File: config.mk
export PLATFORM = sky130hd
export DESIGN_NAME = taus_urng
export DESIGN_NICKNAME = d
export VERILOG_FILES = /design/src/rtl/grng_pkg.sv /design/src/rtl/taus_step.sv /design/src/rtl/taus_urng.sv
export SDC_FILE = /design/constraint.sdc
export NUM_CORES = 1
export LEC_CHECK = 0
export CAP_MARGIN = 10
export CORE_ASPECT_RATIO = 1.5
export CORE_MARGIN = 2
export CORE_UTILIZATION = 55
export DETAILED_ROUTE_END_ITERATION = 10
export PLACE_DENSITY = 0.9
export SLEW_MARGIN = 30
export SYNTH_ARGS = -nofsm -noshare
export SYNTH_HDL_FRONTEND = slang
export SYNTH_SLANG_ARGS = --single-unit
File: constraint.sdc
create_clock -name clk -period 4.2 [get_ports clk]
set_input_delay 0.84 -clock clk [delete_from_list [all_inputs] [get_ports clk]]
set_output_delay 0.84 -clock clk [all_outputs]
set_load 0.05 [all_outputs]
File: src/rtl/grng_pkg.sv
// Shared constants and types for the GRNG core's uniform (taus88) stage.
package grng_pkg;

  // Component masks that clear the low bits a Tausworthe component must not keep
  localparam logic [31:0] TAUS_MASK1 = 32'hFFFF_FFFE;
  localparam logic [31:0] TAUS_MASK2 = 32'hFFFF_FFF8;
  localparam logic [31:0] TAUS_MASK3 = 32'hFFFF_FFF0;

  // Shift triples per component: (left-xor, right, masked-left)
  localparam int unsigned TAUS_S1_A = 13;
  localparam int unsigned TAUS_S1_B = 19;
  localparam int unsigned TAUS_S1_C = 12;
  localparam int unsigned TAUS_S2_A = 2;
  localparam int unsigned TAUS_S2_B = 25;
  localparam int unsigned TAUS_S2_C = 4;
  localparam int unsigned TAUS_S3_A = 3;
  localparam int unsigned TAUS_S3_B = 11;
  localparam int unsigned TAUS_S3_C = 17;

  // Power-on seeds
  localparam logic [31:0] DEFAULT_SEED1 = 32'd12345;
  localparam logic [31:0] DEFAULT_SEED2 = 32'd67890;
  localparam logic [31:0] DEFAULT_SEED3 = 32'd13579;

  typedef enum logic {
    ST_WARMUP = 1'b0,
    ST_RUN    = 1'b1
  } urng_state_e;

  // s1 is declared first so it occupies the top 32 bits of the packed 96-bit word
  typedef struct packed {
    logic [31:0] s1;
    logic [31:0] s2;
    logic [31:0] s3;
  } taus_state_t;

  // Lift each component above its degenerate range (all-zero after masking)
  function automatic taus_state_t taus_fixup(input logic [95:0] seed);
    taus_state_t s;
    s = seed;
    if (s.s1 < 32'd2)  s.s1 = s.s1 + 32'd2;
    if (s.s2 < 32'd8)  s.s2 = s.s2 + 32'd8;
    if (s.s3 < 32'd16) s.s3 = s.s3 + 32'd16;
    return s;
  endfunction

endpackage

File: src/rtl/taus_step.sv
// One taus88 state advance; purely combinational.
module taus_step
  import grng_pkg::*;
(
  input  taus_state_t state_i,
  output taus_state_t state_o
);

  // Apply the three independent component recurrences
  // NOTE: every output is assigned on every path, so no latch can be inferred.
  always_comb begin
    state_o.s1 = ((state_i.s1 & TAUS_MASK1) << TAUS_S1_C)
               ^ (((state_i.s1 << TAUS_S1_A) ^ state_i.s1) >> TAUS_S1_B);
    state_o.s2 = ((state_i.s2 & TAUS_MASK2) << TAUS_S2_C)
               ^ (((state_i.s2 << TAUS_S2_A) ^ state_i.s2) >> TAUS_S2_B);
    state_o.s3 = ((state_i.s3 & TAUS_MASK3) << TAUS_S3_C)
               ^ (((state_i.s3 << TAUS_S3_A) ^ state_i.s3) >> TAUS_S3_B);
  end

endmodule

File: src/rtl/taus_urng.sv
// Combined three-component Tausworthe uniform RNG with valid/ready output,
// runtime reseeding and a discard-only warm-up after reset or reseed.
module taus_urng
  import grng_pkg::*;
#(
  parameter int unsigned WARMUP = 8,
  parameter logic [31:0] SEED1  = DEFAULT_SEED1,
  parameter logic [31:0] SEED2  = DEFAULT_SEED2,
  parameter logic [31:0] SEED3  = DEFAULT_SEED3
) (
  input  logic        clk,
  input  logic        rst_n,
  input  logic        seed_valid,
  input  logic [95:0] seed,
  output logic        seed_ready,
  input  logic        out_ready,
  output logic        out_valid,
  output logic [31:0] out_value,
  output logic        warming
);

  localparam int unsigned           WCNT_W    = $clog2(WARMUP + 1);
  localparam logic [WCNT_W-1:0]     WCNT_LAST = WCNT_W'(WARMUP - 1);

  urng_state_e       fsm_q;
  logic [WCNT_W-1:0] wcnt_q;
  taus_state_t       taus_q;
  taus_state_t       taus_d;
  taus_state_t       seed_fixed;
  logic              out_valid_q;
  logic              warming_q;
  logic              seed_accept;

  // A new seed can be taken in any state
  assign seed_ready  = 1'b1;
  assign seed_accept = seed_valid && seed_ready;
  assign seed_fixed  = taus_fixup(seed);

  taus_step u_step (
    .state_i (taus_q),
    .state_o (taus_d)
  );

  // Output is the XOR of the live state, so a stall holds it bit-stable
  assign out_value = taus_q.s1 ^ taus_q.s2 ^ taus_q.s3;
  assign out_valid = out_valid_q;
  assign warming   = warming_q;

  // Warm-up / run sequencing, reseed handling and state advance
  // NOTE: non-blocking assignments keep every register sampling pre-edge values.
  // NOTE: the generator state is a handful of flops, not a memory, so it is reset.
  always_ff @(posedge clk or negedge rst_n) begin
    if (!rst_n) begin
      taus_q      <= taus_state_t'{s1: SEED1, s2: SEED2, s3: SEED3};
      fsm_q       <= ST_WARMUP;
      wcnt_q      <= '0;
      out_valid_q <= 1'b0;
      warming_q   <= 1'b1;
    end else if (seed_accept) begin
      // A seed load overrides any concurrent step; a same-edge transfer used the old word
      taus_q      <= seed_fixed;
      fsm_q       <= ST_WARMUP;
      wcnt_q      <= '0;
      out_valid_q <= 1'b0;
      warming_q   <= 1'b1;
    end else begin
      unique case (fsm_q)
        ST_WARMUP: begin
          taus_q <= taus_d;
          if (wcnt_q == WCNT_LAST) begin
            fsm_q       <= ST_RUN;
            wcnt_q      <= '0;
            out_valid_q <= 1'b1;
            warming_q   <= 1'b0;
          end else begin
            wcnt_q <= wcnt_q + 1'b1;
          end
        end
        ST_RUN: begin
          if (out_valid_q && out_ready) begin
            taus_q <= taus_d;
          end
        end
        default: begin
          fsm_q       <= ST_WARMUP;
          wcnt_q      <= '0;
          out_valid_q <= 1'b0;
          warming_q   <= 1'b1;
        end
      endcase
    end
  end

endmodule
**Yosys cells after proc, flatten, opt, wreduce, memory -nomap -nowiden**

Cells that the tools add are included.

- Flip-flop bits (word level): 103
- Input port bits: 100
- Output and inout bits: 35
- Logic and storage cells: 47

- Add/sub/neg operators: 4
- Order comparisons: 3
- Equal/unequal tests: 3
- Muxes and demuxes: 18
- Bitwise operators: 9
- Reductions and logical operators: 3

Operator list:

| kind | count |
|---|---|
| $mux W96 | 2 |
| $pmux W96 S2 | 1 |
| $xor A32 B32 Y32 | 5 |
| $mux W32 | 3 |
| $add A32 B2 Y32 const B | 1 |
| $add A32 B4 Y32 const B | 1 |
| $add A32 B5 Y32 const B | 1 |
| $lt A32 B2 Y1 const B | 1 |
| $lt A32 B4 Y1 const B | 1 |
| $lt A32 B5 Y1 const B | 1 |
| $xor A32 B13 Y32 | 1 |
| $xor A32 B21 Y32 | 1 |
| $xor A32 B7 Y32 | 1 |
| $mux W4 | 3 |
| $mux W1 | 9 |
| $add A4 B1 Y4 const B | 1 |
| $eq A4 B3 Y1 const B | 1 |
| $ne A3 B2 Y1 const B | 1 |
| $ne A2 B2 Y1 const B | 1 |
| $reduce_and A2 Y1 | 1 |
| $reduce_bool A2 Y1 | 1 |
| $logic_and A1 B1 Y1 | 1 |
| $not A1 Y1 | 1 |

**Longest topological paths before layout**

Gate-level depths: netlist (run 1).

- Word-level depth: 5
- Gate-level depth with buffers: 7

**Modules after synthesis**

Synthesis (run 1) repeated with hierarchy kept, for this count alone.

- Cell total of the unflattened synthesis: 679
- Area total of the unflattened synthesis: 6879.1 sq um

By module, submodules not included:

| module | times used | cells an instance | area each (sq um) |
|---|---|---|---|
| taus_urng | 1 | 583 | 6107.1 |
| taus_step | 1 | 96 | 772.0 |

**Least setup slack after synthesis (run 1)**

OpenSTA, ideal clock, no wires.

- Kind: register -> output
- Start: register taus_q[13] in the netlist's numbering
- End: output port out_value[13]
- Arrival: 1.634 ns
- Required time: 3.360 ns
- Path slack: 1.726 ns
- Stages on the path, launching flop included: 4
- Path buffers: 1
- Cell sequence: dfstp_2 > clkbuf_1 > xnor2_1 > xnor2_1

- Cells in the longest elaborated chain, start to end: 1

Ends and longest elaborated chain:

| element | RTL line | text |
|---|---|---|
| start: declaration | taus_urng.sv:27 | `taus_state_t taus_q;` |
| start signal: assignment | taus_urng.sv:54 | `taus_q <= taus_state_t'{s1: SEED1, s2: SEED2, s3: SEED3};` |
| start signal: assignment | taus_urng.sv:61 | `taus_q <= seed_fixed;` |
| start signal: assignment | taus_urng.sv:69 | `taus_q <= taus_d;` |
| $xor A32 B32 Y32 | taus_urng.sv:45 | `assign out_value = taus_q.s1 ^ taus_q.s2 ^ taus_q.s3;` |
| end: declaration | taus_urng.sv:18 | `output logic [31:0] out_value,` |

No other way between the ends.

**Final worst setup path (run 1)**

Same ends and word-level chain as after synthesis.

==> flow_summary.json, run 1 <==
{
  "ctsHoldBuffers": 0,
  "cp_slowest_cell": "clkdlybuf4s50_1",
  "netlist_instances": 654,
  "die_w_um": 89.5,
  "drt_first_pass_iters": 5,
  "crit_start": "taus_q[13]$_DFFE_PN1P_",
  "tightest_slew_ns": 0.941,
  "post_cts_buffers": 0,
  "min_period_ns": 3.03,
  "clk_pin_slew_worst_paths_ns": 0.07,
  "antenna_left": 0,
  "place.gp.congestion": 0.929,
  "synth_top_area_cell": "dfrtp_1",
  "use_met3_pct": 3.76,
  "area_growth_pct": 27.4,
  "synth.distinct_cells": 37,
  "avgRoutedWirePerCell_um": 20.4,
  "ys_seq_elements": 103,
  "path_delay_family": "buffers and inverters",
  "setup-violations-final": 0,
  "htree_num_levels": 3,
  "cp_common_cell": "xnor2_1",
  "holdCritPathClass": "in2async",
  "fmax_mhz": 330,
  "antenna_found_initial": 0,
  "final_nets": 864,
  "grtUsageMet2_pct": 52.9,
  "drive_above_1_share_pct": 6.54,
  "async_reset_ff_share_pct": 100,
  "drv_slew": 0,
  "syn_nets": 759,
  "critical_path.cell_chain": "xnor2_1 > xnor2_1 > clkdlybuf4s50_1",
  "yosysSeqAreaShare_pct": 43.2,
  "grt_start_max_net_pins": 87,
  "grt_pass1_wl_mm": 28.3,
  "finalWirelength_mm": 18.6,
  "rsz0062_at_grt": "no",
  "avgViaCountPerCell": 5.84,
  "cpPeakStageDelay_ns": 0.82,
  "synth_edf_count": 0,
  "r2r_start": "fsm_q$_DFF_PN0_",
  "pin_count": 135,
  "endpoint_kind": "primary output",
  "crit_cells": 3,
  "clockRootBuffer": "clkbuf_16",
  "diodes": 0,
  "status": "finished clean",
  "io_buffers": 133,
  "syn_area_um2": 6030,
  "route.detailed.drc": 0,
  "hpwlAfterDp_mm": 14.0,
  "critical_path_class": "reg2out",
  "synth_flop_cell": "dfrtp_1",
  "cts_max_path_buffers": 2,
  "met1_usage_pct": 37.0,
  "critPathArrivalTime_ns": 2.19,
  "grt-busiest-layer": "met2",
  "period_share_pct": 72.1,
  "synth_area_per_cell_um2": 9.22,
  "startpoint_type": "flip-flop",
  "grt_pass1_vias": 5451,
  "utilization_pct": 72.1,
  "cts_tree": "yes",
  "num_vias": 5304,
  "fin_setup_tns_ns": 0,
  "ys_warn_count": 0,
  "coreArea_um2": 10600,
  "cp_num_buf_inv": 1,
  "power_w": 0.00378,
  "cts.sinks": 103,
  "die_area_um2": 11800,
  "worstPathRequired_ns": 3.36,
  "cap_violations": 0,
  "synth_area_leaders": "dfrtp_1 (34%), xnor2_1 (15%), mux2i_1 (9.3%), dfstp_2 (8.7%), o21ai_0 (7.6%)",
  "grt_overflow_total": 0,
  "cts_resized": 0,
  "start_util_pct": 56.6,
  "p_per_area_nw_per_um2": 492,
  "p_leak_nw": 2.92,
  "grtUsageTotal_pct": 31.9,
  "clock_skew_ns": 0.00910,
  "chipHeight_um": 132,
  "clk_latency_ns": 0.35,
  "ir_drop_uv": 259,
  "hold_viol": 0,
  "synth_top_area_share_pct": 34.5,
  "slew_headroom_pct": 37.3,
  "cp_max_fo": 5,
  "drt_iter0_drc": 437,
  "ff2ff_path_depth": 4,
  "rows": 46,
  "cts_buffers": 9
}
layout by cell type (no fill, tap or decap), types with 2 or more instances in the layout:
cell and count:
clkdlybuf4s50_1 131, buf_4 8, clkinv_4 3, nand3_1 2, o311a_1 3, a211oi_1 3, nand2_1 91, a31o_1 2
nand4_1 5, a221o_1 2, clkbuf_16 9, nor2b_1 3, or3_1 5, a21oi_1 36, dfrtp_1 83, nor4_1 15
o21ai_0 91, mux2i_1 56, nor3_1 9, a22o_1 2, xnor2_1 100, inv_1 9, nor4_2 3, xor2_1 6
ha_1 5, nor2_1 47, dfstp_2 20
final timing paths:
path	end	slack (ns)
setup / recovery	out_value[13]	1.17
hold / removal	taus_q[53]$_DFFE_PN0P_	0.42
setup reg to reg	taus_q[6]$_DFFE_PN0P_	2.12
hold reg to reg	taus_q[0]$_DFFE_PN1P_	0.49
max in group asynchronous	taus_q[24]$_DFFE_PN0P_	2.84
min in group clk	taus_q[0]$_DFFE_PN1P_	0.49
power by group:
part           switching, W  internal (W)
registers          0.000228       0.00115
clock network      0.000378      0.000484
logic              0.000911      0.000624
through the flow:
step	setup WS [ns]	instances	cell area, um2	hold slack, ns
2_1_floorplan	1.73	654	6030	0.465
3_3_place_gp	1.46	892	7370	0.474
4_1_cts	1.16	908	7680	0.425
3_5_place_dp	1.40	892	7370	0.488
6_report	1.17	908	7680	0.418
5_1_grt	1.14	908	7680	0.449
Yosys cell counts (9+ instances only):
cell / number
xnor2_1: 100
dfrtp_1: 83
clkbuf_1: 24
mux2i_1: 56
buf_4: 10
nor3_1: 9
dfstp_2: 20
inv_1: 9
nor2_1: 47
o21ai_0: 91
buf_2: 11
nor4_1: 15
nand2_1: 91
a21oi_1: 36
routing by layer:
metal / up-vias / wire [um]
met5: - / 0
met4: 0 / 1370
met3: 82 / 1010
met2: 252 / 9430
met1: 2529 / 6750
li1: 2441 / -
worst register-to-register path, cell delays in order, from the launching register on:
cell and delay, ns:
dfrtp_1 0.59, and3b_4 0.74, buf_12 0.36, nor3_1 0.09
nor3_1 0.20
area by class of cell:
cell class                      instances  area (um2)
Clock buffer                           11         243
Clock inverter                          5        65.1
Fill cell                             746        2970
Inverter                                9        33.8
Multi-Input combinational cell        496        3160
Sequential cell                       103        2600
Tap cell                              144         180
Timing Repair Buffer                  140        1390
logic make-up (layout without fill, tap and decap cells):
group / after synthesis / in the layout / synth area share, %
xor+xnor: 106 / 106 / 15.4
other cells: 1 / 1 / 0.0622
simple gates: 185 / 185 / 13.8
fa+ha+maj: 5 / 5 / 1.04
flops: 103 / 103 / 43.2
compound gates: 143 / 143 / 12.8
mux: 56 / 56 / 9.30
buf+inv: 55 / 165 / 4.40
state kept, by name (all words and copies together), names as in the netlist:
register   cells
taus_q        96
wcnt_q         4
fsm_q          1
out_valid      1
warming        1
Power figures use the tool's default switching activity.
==> run 2, diff against run 1 <==
--- a/config.mk
+++ b/config.mk
@@ -8,9 +8,9 @@
 export CAP_MARGIN = 10
 export CORE_ASPECT_RATIO = 1.5
 export CORE_MARGIN = 2
-export CORE_UTILIZATION = 55
+export CORE_UTILIZATION = 51
 export DETAILED_ROUTE_END_ITERATION = 10
-export PLACE_DENSITY = 0.9
+export PLACE_DENSITY = 0.85
 export SLEW_MARGIN = 30
 export SYNTH_ARGS = -nofsm -noshare
 export SYNTH_HDL_FRONTEND = slang
==> constraint.sdc (replaced) <==
create_clock -name clk -period 2.95 [get_ports clk]
set_input_delay 0.59 -clock clk [delete_from_list [all_inputs] [get_ports clk]]
set_output_delay 0.59 -clock clk [all_outputs]
set_load 0.05 [all_outputs]
==> run 2 against run 1 <==
Die area up 7.5%. Critical endpoint unchanged. Register-to-register slack worse by 1.1 ns. Utilization down 5.1 points. Clock power up 44%.
==> flow_summary.json, run 2 (synthesis results as in run 1) <==
{
  "status": "finished clean",
  "avgRoutedWirePerCell_um": 20.5,
  "htree_num_levels": 3,
  "finalWirelength_mm": 18.7,
  "p_seq_share_pct": 36.5,
  "drive_above_1_share_pct": 6.80,
  "largest_register_ffs": 96,
  "reg2reg_slack_ns": 0.98,
  "power_frac_comb_pct": 40.5,
  "wl_met1_mm": 6.80,
  "ir_drop_uv": 423,
  "critical_path.cell_chain": "xnor2_1 > xnor2_1 > clkdlybuf4s50_1",
  "reg_top3": "taus_q x96, wcnt_q x4",
  "clockRootBuffer": "clkbuf_16",
  "avgViaCountPerCell": 5.82,
  "die_w_um": 92.8,
  "fin_setup_tns_ns": 0,
  "final_cell_mix": "clkdlybuf4s50_1 (131), xnor2_1 (100), nand2_1 (91), o21ai_0 (91), dfrtp_1 (83)",
  "r2r-end": "taus_q[67]$_DFFE_PN1P_",
  "fmax_mhz": 364,
  "grtUsageTotal_pct": 29.7,
  "crit_start": "taus_q[13]$_DFFE_PN1P_",
  "r2r_start": "fsm_q$_DFF_PN0_",
  "critical_path_class": "reg2out",
  "antenna_left": 0,
  "crit_cells": 3,
  "largest-register": "taus_q",
  "antenna_found_initial": 0,
  "ff2ff_path_depth": 4,
  "route.met3.wl_mm": 1.01,
  "p_per_area_nw_per_um2": 699,
  "grt_overflow_total": 0,
  "p_switching_w": 0.00216,
  "grt_pass1_vias": 5352,
  "cts.sinks": 103,
  "final_nets": 865,
  "cpPeakStageDelay_ns": 0.81,
  "dp_worst_setup_slack_ns": 0.506,
  "rsz0062_at_grt": "no",
  "drv_slew": 0,
  "cap_violations": 0,
  "start_util_pct": 52.3,
  "place.gp.congestion": 0.903,
  "tightest_slew_ns": 0.764,
  "cp_common_cell": "xnor2_1",
  "clk_latency_ns": 0.36,
  "holdCritPathClass": "in2async",
  "post_cts_buffers": 0,
  "clk_pin_slew_worst_paths_ns": 0.07,
  "diodes": 0,
  "cts_tree": "yes",
  "p_leak_nw": 2.94,
  "layout_commonest_cell": "clkdlybuf4s50_1",
  "io_buffers": 133,
  "cts_buffers": 9,
  "path_delay_family": "buffers and inverters",
  "coreArea_um2": 11500,
  "wl_met2_mm": 9.67,
  "grt_pass1_wl_mm": 28.2,
  "cp_num_buf_inv": 1,
  "drt_iter0_drc": 414,
  "cp-endpoint": "out_value[13]",
  "rows": 48,
  "clock_skew_ns": 0.00698,
  "critPathArrivalTime_ns": 2.16,
  "pin_count": 135,
  "worstPathRequired_ns": 2.36,
  "hold_viol": 0,
  "cts_max_path_buffers": 2,
  "min_period_ns": 2.75,
  "area_growth_pct": 28.3,
  "startpoint_type": "flip-flop",
  "layout_setup_ws_ns": 0.201,
  "die_area_um2": 12700,
  "num_vias": 5321,
  "cp_max_fo": 5,
  "setup-violations-final": 0,
  "placed_cells": 899,
  "route.detailed.drc": 0,
  "slew_headroom_pct": 49.1,
  "power.internal_w": 0.00324,
  "ctsHoldBuffers": 0,
  "power.share.clock_pct": 23.0,
  "layout.cells.non_filler": 915,
  "grt_start_max_net_pins": 149,
  "cp_slowest_cell": "clkdlybuf4s50_1",
  "sw_frac_of_total_pct": 40.0,
  "chipHeight_um": 137,
  "top_layer": "met4",
  "cts_resized": 0,
  "drt_first_pass_iters": 5,
  "endpoint_kind": "primary output",
  "hpwlAfterDp_mm": 14.2,
  "period_share_pct": 93.2
}
==> run 2: cell types whose count changed in the layout (fill, tap and decap cells not counted), moves of 2 or more <==
cell,before,now
buf_12,1,4
clkinv_4,3,1
clkinv_2,0,2
buf_4,8,6
==> run 2: how the worst min path moves through the flow <==
stage,start,endpoint
2_1_floorplan,rst_n,fsm_q$_DFF_PN0_
3_3_place_gp,taus_q[33]$_DFFE_PN1P_,taus_q[33]$_DFFE_PN1P_
3_5_place_dp,taus_q[33]$_DFFE_PN1P_,taus_q[33]$_DFFE_PN1P_
4_1_cts,rst_n,taus_q[51]$_DFFE_PN0P_
5_1_grt,rst_n,wcnt_q[2]$_DFFE_PN0P_
6_report,rst_n,wcnt_q[2]$_DFFE_PN0P_
==> run 2: cell type report <==
| class | count | area, um2 |
|---|---|---|
| Fill cell | 889 | 3800 |
| Clock inverter | 5 | 56.3 |
| Timing Repair Buffer | 141 | 1440 |
| Tap cell | 150 | 188 |
| Inverter | 9 | 33.8 |
| Clock buffer | 11 | 253 |
| Multi-Input combinational cell | 496 | 3160 |
| Sequential cell | 103 | 2600 |
==> run 2: per-layer routing <==
metal	track usage, %	vias up
met1	32.9	2556
met3	3.19	70
li1	-	2436
met5	0	-
met4	19.6	0
met2	53.4	259
==> run 2: stage by stage <==
step	total power (W)	instance area [um2]	hold WS, ns	utilization (%)
6_report	0.00540	7730	0.219	67.1
5_1_grt	0.00557	7730	0.278	67.1
4_1_cts	0.00540	7730	0.246	67.1
3_5_place_dp	0.00416	7420	0.480	64.4
3_3_place_gp	0.00412	7420	0.473	64.4
2_1_floorplan	0.00329	6030	0.294	-
==> run 2: power groups by stage <==
stage	Combinational [W]	Sequential, W	Clock [W]
after global placement	0.00216	0.00197	0
after detailed placement	0.00218	0.00198	0
after floorplan	0.00145	0.00184	0
final	0.00219	0.00197	0.00124
after CTS	0.00220	0.00196	0.00124
after global routing	0.00230	0.00198	0.00130
==> run 3, diff against run 2 <==
--- a/config.mk
+++ b/config.mk
@@ -8,10 +8,11 @@
 export CAP_MARGIN = 10
 export CORE_ASPECT_RATIO = 1.5
 export CORE_MARGIN = 2
-export CORE_UTILIZATION = 51
+export CORE_UTILIZATION = 53
 export DETAILED_ROUTE_END_ITERATION = 10
-export PLACE_DENSITY = 0.85
+export PLACE_DENSITY = 0.86
 export SLEW_MARGIN = 30
 export SYNTH_ARGS = -nofsm -noshare
 export SYNTH_HDL_FRONTEND = slang
+export SYNTH_HIERARCHICAL = 1
 export SYNTH_SLANG_ARGS = --single-unit
==> constraint.sdc (replaced) <==
create_clock -name clk -period 2.63 [get_ports clk]
set_input_delay 0.526 -clock clk [delete_from_list [all_inputs] [get_ports clk]]
set_output_delay 0.526 -clock clk [all_outputs]
set_load 0.05 [all_outputs]
==> run 3 against run 2 <==
Clock skew up 0.00070 ns. Sequential cell count stayed put. Worst hold slack worse by 0.087 ns. First-iteration DRC count is 20% lower. Non-clock buffer count up 6. Synthesized cell count increased by 3.8%. Die area is 9.4% higher. Total power grew 23%. Area after synthesis rose by 14%. Critical path type unchanged. Largest cell class unchanged. Highest routed layer is now met5.
==> flow_summary.json, run 3 <==
{
  "status": "finished clean",
  "holdCritPathClass": "in2async",
  "drive_above_1_share_pct": 22.6,
  "p_leak_nw": 3.39,
  "grt_start_max_net_pins": 61,
  "synth.distinct_cells": 42,
  "avgRoutedWirePerCell_um": 21.5,
  "layout_commonest_cell": "clkdlybuf4s50_1",
  "io_buffers": 133,
  "yosysSeqAreaShare_pct": 37.8,
  "antenna_found_initial": 1,
  "path_delay_family": "buffers and inverters",
  "rsz0062_at_grt": "no",
  "final_cell_mix": "clkdlybuf4s50_1 (109), mux2i_1 (88), dfrtp_1 (83)",
  "startpoint_type": "flip-flop",
  "cp_slowest_cell": "clkdlybuf4s50_1",
  "grt_pass1_vias": 5376,
  "ff2ff_path_depth": 4,
  "yosys.area_share.simple_pct": 13.6,
  "ys_seq_elements": 103,
  "synth_flop_cell": "dfrtp_1",
  "grt_overflow_total": 0,
  "hpwlAfterDp_mm": 15.3,
  "synth_area_per_cell_um2": 10.1,
  "cts_buffers": 9,
  "ir_drop_uv": 473,
  "slew_headroom_pct": 65.7,
  "syn_nets": 784,
  "cts_max_path_buffers": 2,
  "async_reset_ff_share_pct": 100,
  "start_util_pct": 53.6,
  "largest_register_ffs": 96,
  "synth_compound_area_share_pct": 10.9,
  "r2r_start": "fsm_q$_DFF_PN0_",
  "synthAdderAreaFrac_pct": 0.909,
  "fmax_mhz": 384,
  "cts.sinks": 103,
  "synth_top_area_share_pct": 30.2,
  "clockRootBuffer": "clkbuf_16",
  "area_growth_pct": 19.7,
  "avgViaCountPerCell": 5.83,
  "postPlaceCellArea_um2": 7910,
  "critical_path.cell_chain": "xnor2_1 > xnor2_1 > clkdlybuf4s50_1",
  "critical_path_class": "reg2out",
  "route.detailed.drc": 0,
  "htree_num_levels": 3,
  "diodes": 0,
  "reg_top3": "taus_q x96, wcnt_q x4",
  "die_w_um": 97.0,
  "drt_first_pass_iters": 5,
  "rows": 51,
  "grtUsageTotal_pct": 28.0,
  "fin_setup_tns_ns": 0,
  "drt_iter0_drc": 333,
  "yosysMostFrequentCell": "mux2i_1",
  "place.gp.congestion": 0.958,
  "critPathArrivalTime_ns": 2.08,
  "r2r-end": "taus_q[67]$_DFFE_PN1P_",
  "clk_pin_slew_worst_paths_ns": 0.08,
  "synth_area_leaders": "dfrtp_1 (30%), mux2i_1 (13%), xnor2_1 (8.3%), dfstp_2 (7.6%), o21ai_2 (6.4%)",
  "synth_xor_area_share_pct": 13.5,
  "min_period_ns": 2.61,
  "final_nets": 852,
  "cp_num_buf_inv": 1,
  "cp_common_cell": "xnor2_1",
  "worstPathRequired_ns": 2.10,
  "cap_violations": 0,
  "die_area_um2": 13900,
  "ys_warn_count": 6,
  "synth_edf_count": 0,
  "setup-violations-final": 0,
  "largest-register": "taus_q",
  "tightest_slew_ns": 0.514,
  "synth_top_family_by_area": "simple AND/OR/NAND/NOR gates",
  "cpPeakStageDelay_ns": 0.87,
  "hold_viol": 0,
  "synth_top_area_cell": "dfrtp_1",
  "chipHeight_um": 144,
  "clock_skew_ns": 0.00767,
  "syn_area_um2": 6880,
  "clk_latency_ns": 0.35,
  "grt_pass1_wl_mm": 29.9,
  "synth_commonest_cells": "mux2i_1 (88), dfrtp_1 (83), xnor2_1 (65)",
  "num_vias": 5310,
  "synthMuxAreaShare_pct": 12.8,
  "ctsHoldBuffers": 0,
  "pin_count": 135,
  "finalWirelength_mm": 19.6,
  "endpoint_kind": "primary output",
  "antenna_left": 0,
  "fin_area_um2": 8240,
  "coreArea_um2": 12800,
  "netlist_instances": 679,
  "cp_max_fo": 3,
  "drv_slew": 0,
  "cts_tree": "yes",
  "power_w": 0.00667,
  "reg2reg_slack_ns": 0.94,
  "period_share_pct": 99.1,
  "p_per_area_nw_per_um2": 810,
  "whs_ns": 0.132
}
-- run 3: changes by cell type after synthesis, sizes merged, moves of 3 or more --
cell | previous run | this run
a211oi | 3 | 0
a21oi | 36 | 3
buf | 22 | 86
clkbuf | 24 | 4
clkinv | 0 | 4
mux2i | 56 | 88
nand4 | 5 | 8
nor2 | 47 | 21
nor3 | 9 | 15
nor4 | 18 | 22
or3 | 5 | 2
xnor2 | 100 | 65
xor2 | 6 | 41
-- run 3: worst reg2reg max path, stage by stage (launching register included) --
cell	delay [ns]
dfrtp_1	0.51
and3_4	0.46
buf_4	0.41
nor3_1	0.11
nor3_2	0.12
-- run 3: report_power, final --
group / switching (W) / internal, W / total, W
Clock: 0.000627 / 0.000772 / 0.00140
Combinational: 0.00177 / 0.00114 / 0.00290
Sequential: 0.000469 / 0.00190 / 0.00237
Total: 0.00286 / 0.00381 / 0.00667
-- run 3: per-stage QoR --
stage	cells	utilization [%]	worst slack, ns
detailed placement	895	61.7	0.343
finish	911	64.2	0.0248
CTS	911	64.0	0.00613
global placement	895	61.7	0.383
floorplan	679	-	0.628
global route	911	64.2	0.00451
-- run 3: area by class of cell --
class                      count  area, um2
clock buffer                  10        239
clock inverter                 6       66.3
fill                         994       4590
inverter                      12       47.5
multi-input combinational    474       3570
sequential                   103       2600
tap                          159        199
timing repair buffer         147       1510
-- run 3: logic make-up after synthesis --
logic type | count (synthesis)
AND/OR/NAND/NOR | 171
AO/OA/AOI/OAI | 103
adder cells (fa/ha/maj) | 5
other | 1
XOR/XNOR | 106
flip-flops | 103
buffers and inverters | 102
multiplexers | 88
-- run 3: how the worst max path moves through the flow --
stage,from,to,depth (start not counted)
after floorplan,taus_q[12]$_DFFE_PN1P_,out_value[12],2
after global placement,taus_q[70]$_DFFE_PN0P_,out_value[6],3
after detailed placement,seed[4],taus_q[6]$_DFFE_PN0P_,7
after CTS,taus_q[14]$_DFFE_PN0P_,out_value[14],3
after global routing,taus_q[31]$_DFFE_PN0P_,out_value[31],3
final,taus_q[31]$_DFFE_PN0P_,out_value[31],3
-- run 3: repair_timing --
item | 4_1_cts | 5_1_grt
resized for setup | 5 | 11
endpoints found under the setup margin | 5 | 11
pin swaps | 0 | 0
setup buffers | 0 | 0
-- run 3: routing by layer --
layer	vias to the layer above	part of all wire [%]	global-route usage, %
li1	2426	-	-
met1	2551	36	31.5
met2	262	53	51.1
met3	69	5.8	4.57
met4	2	5.3	14.7
met5	-	0.066	0
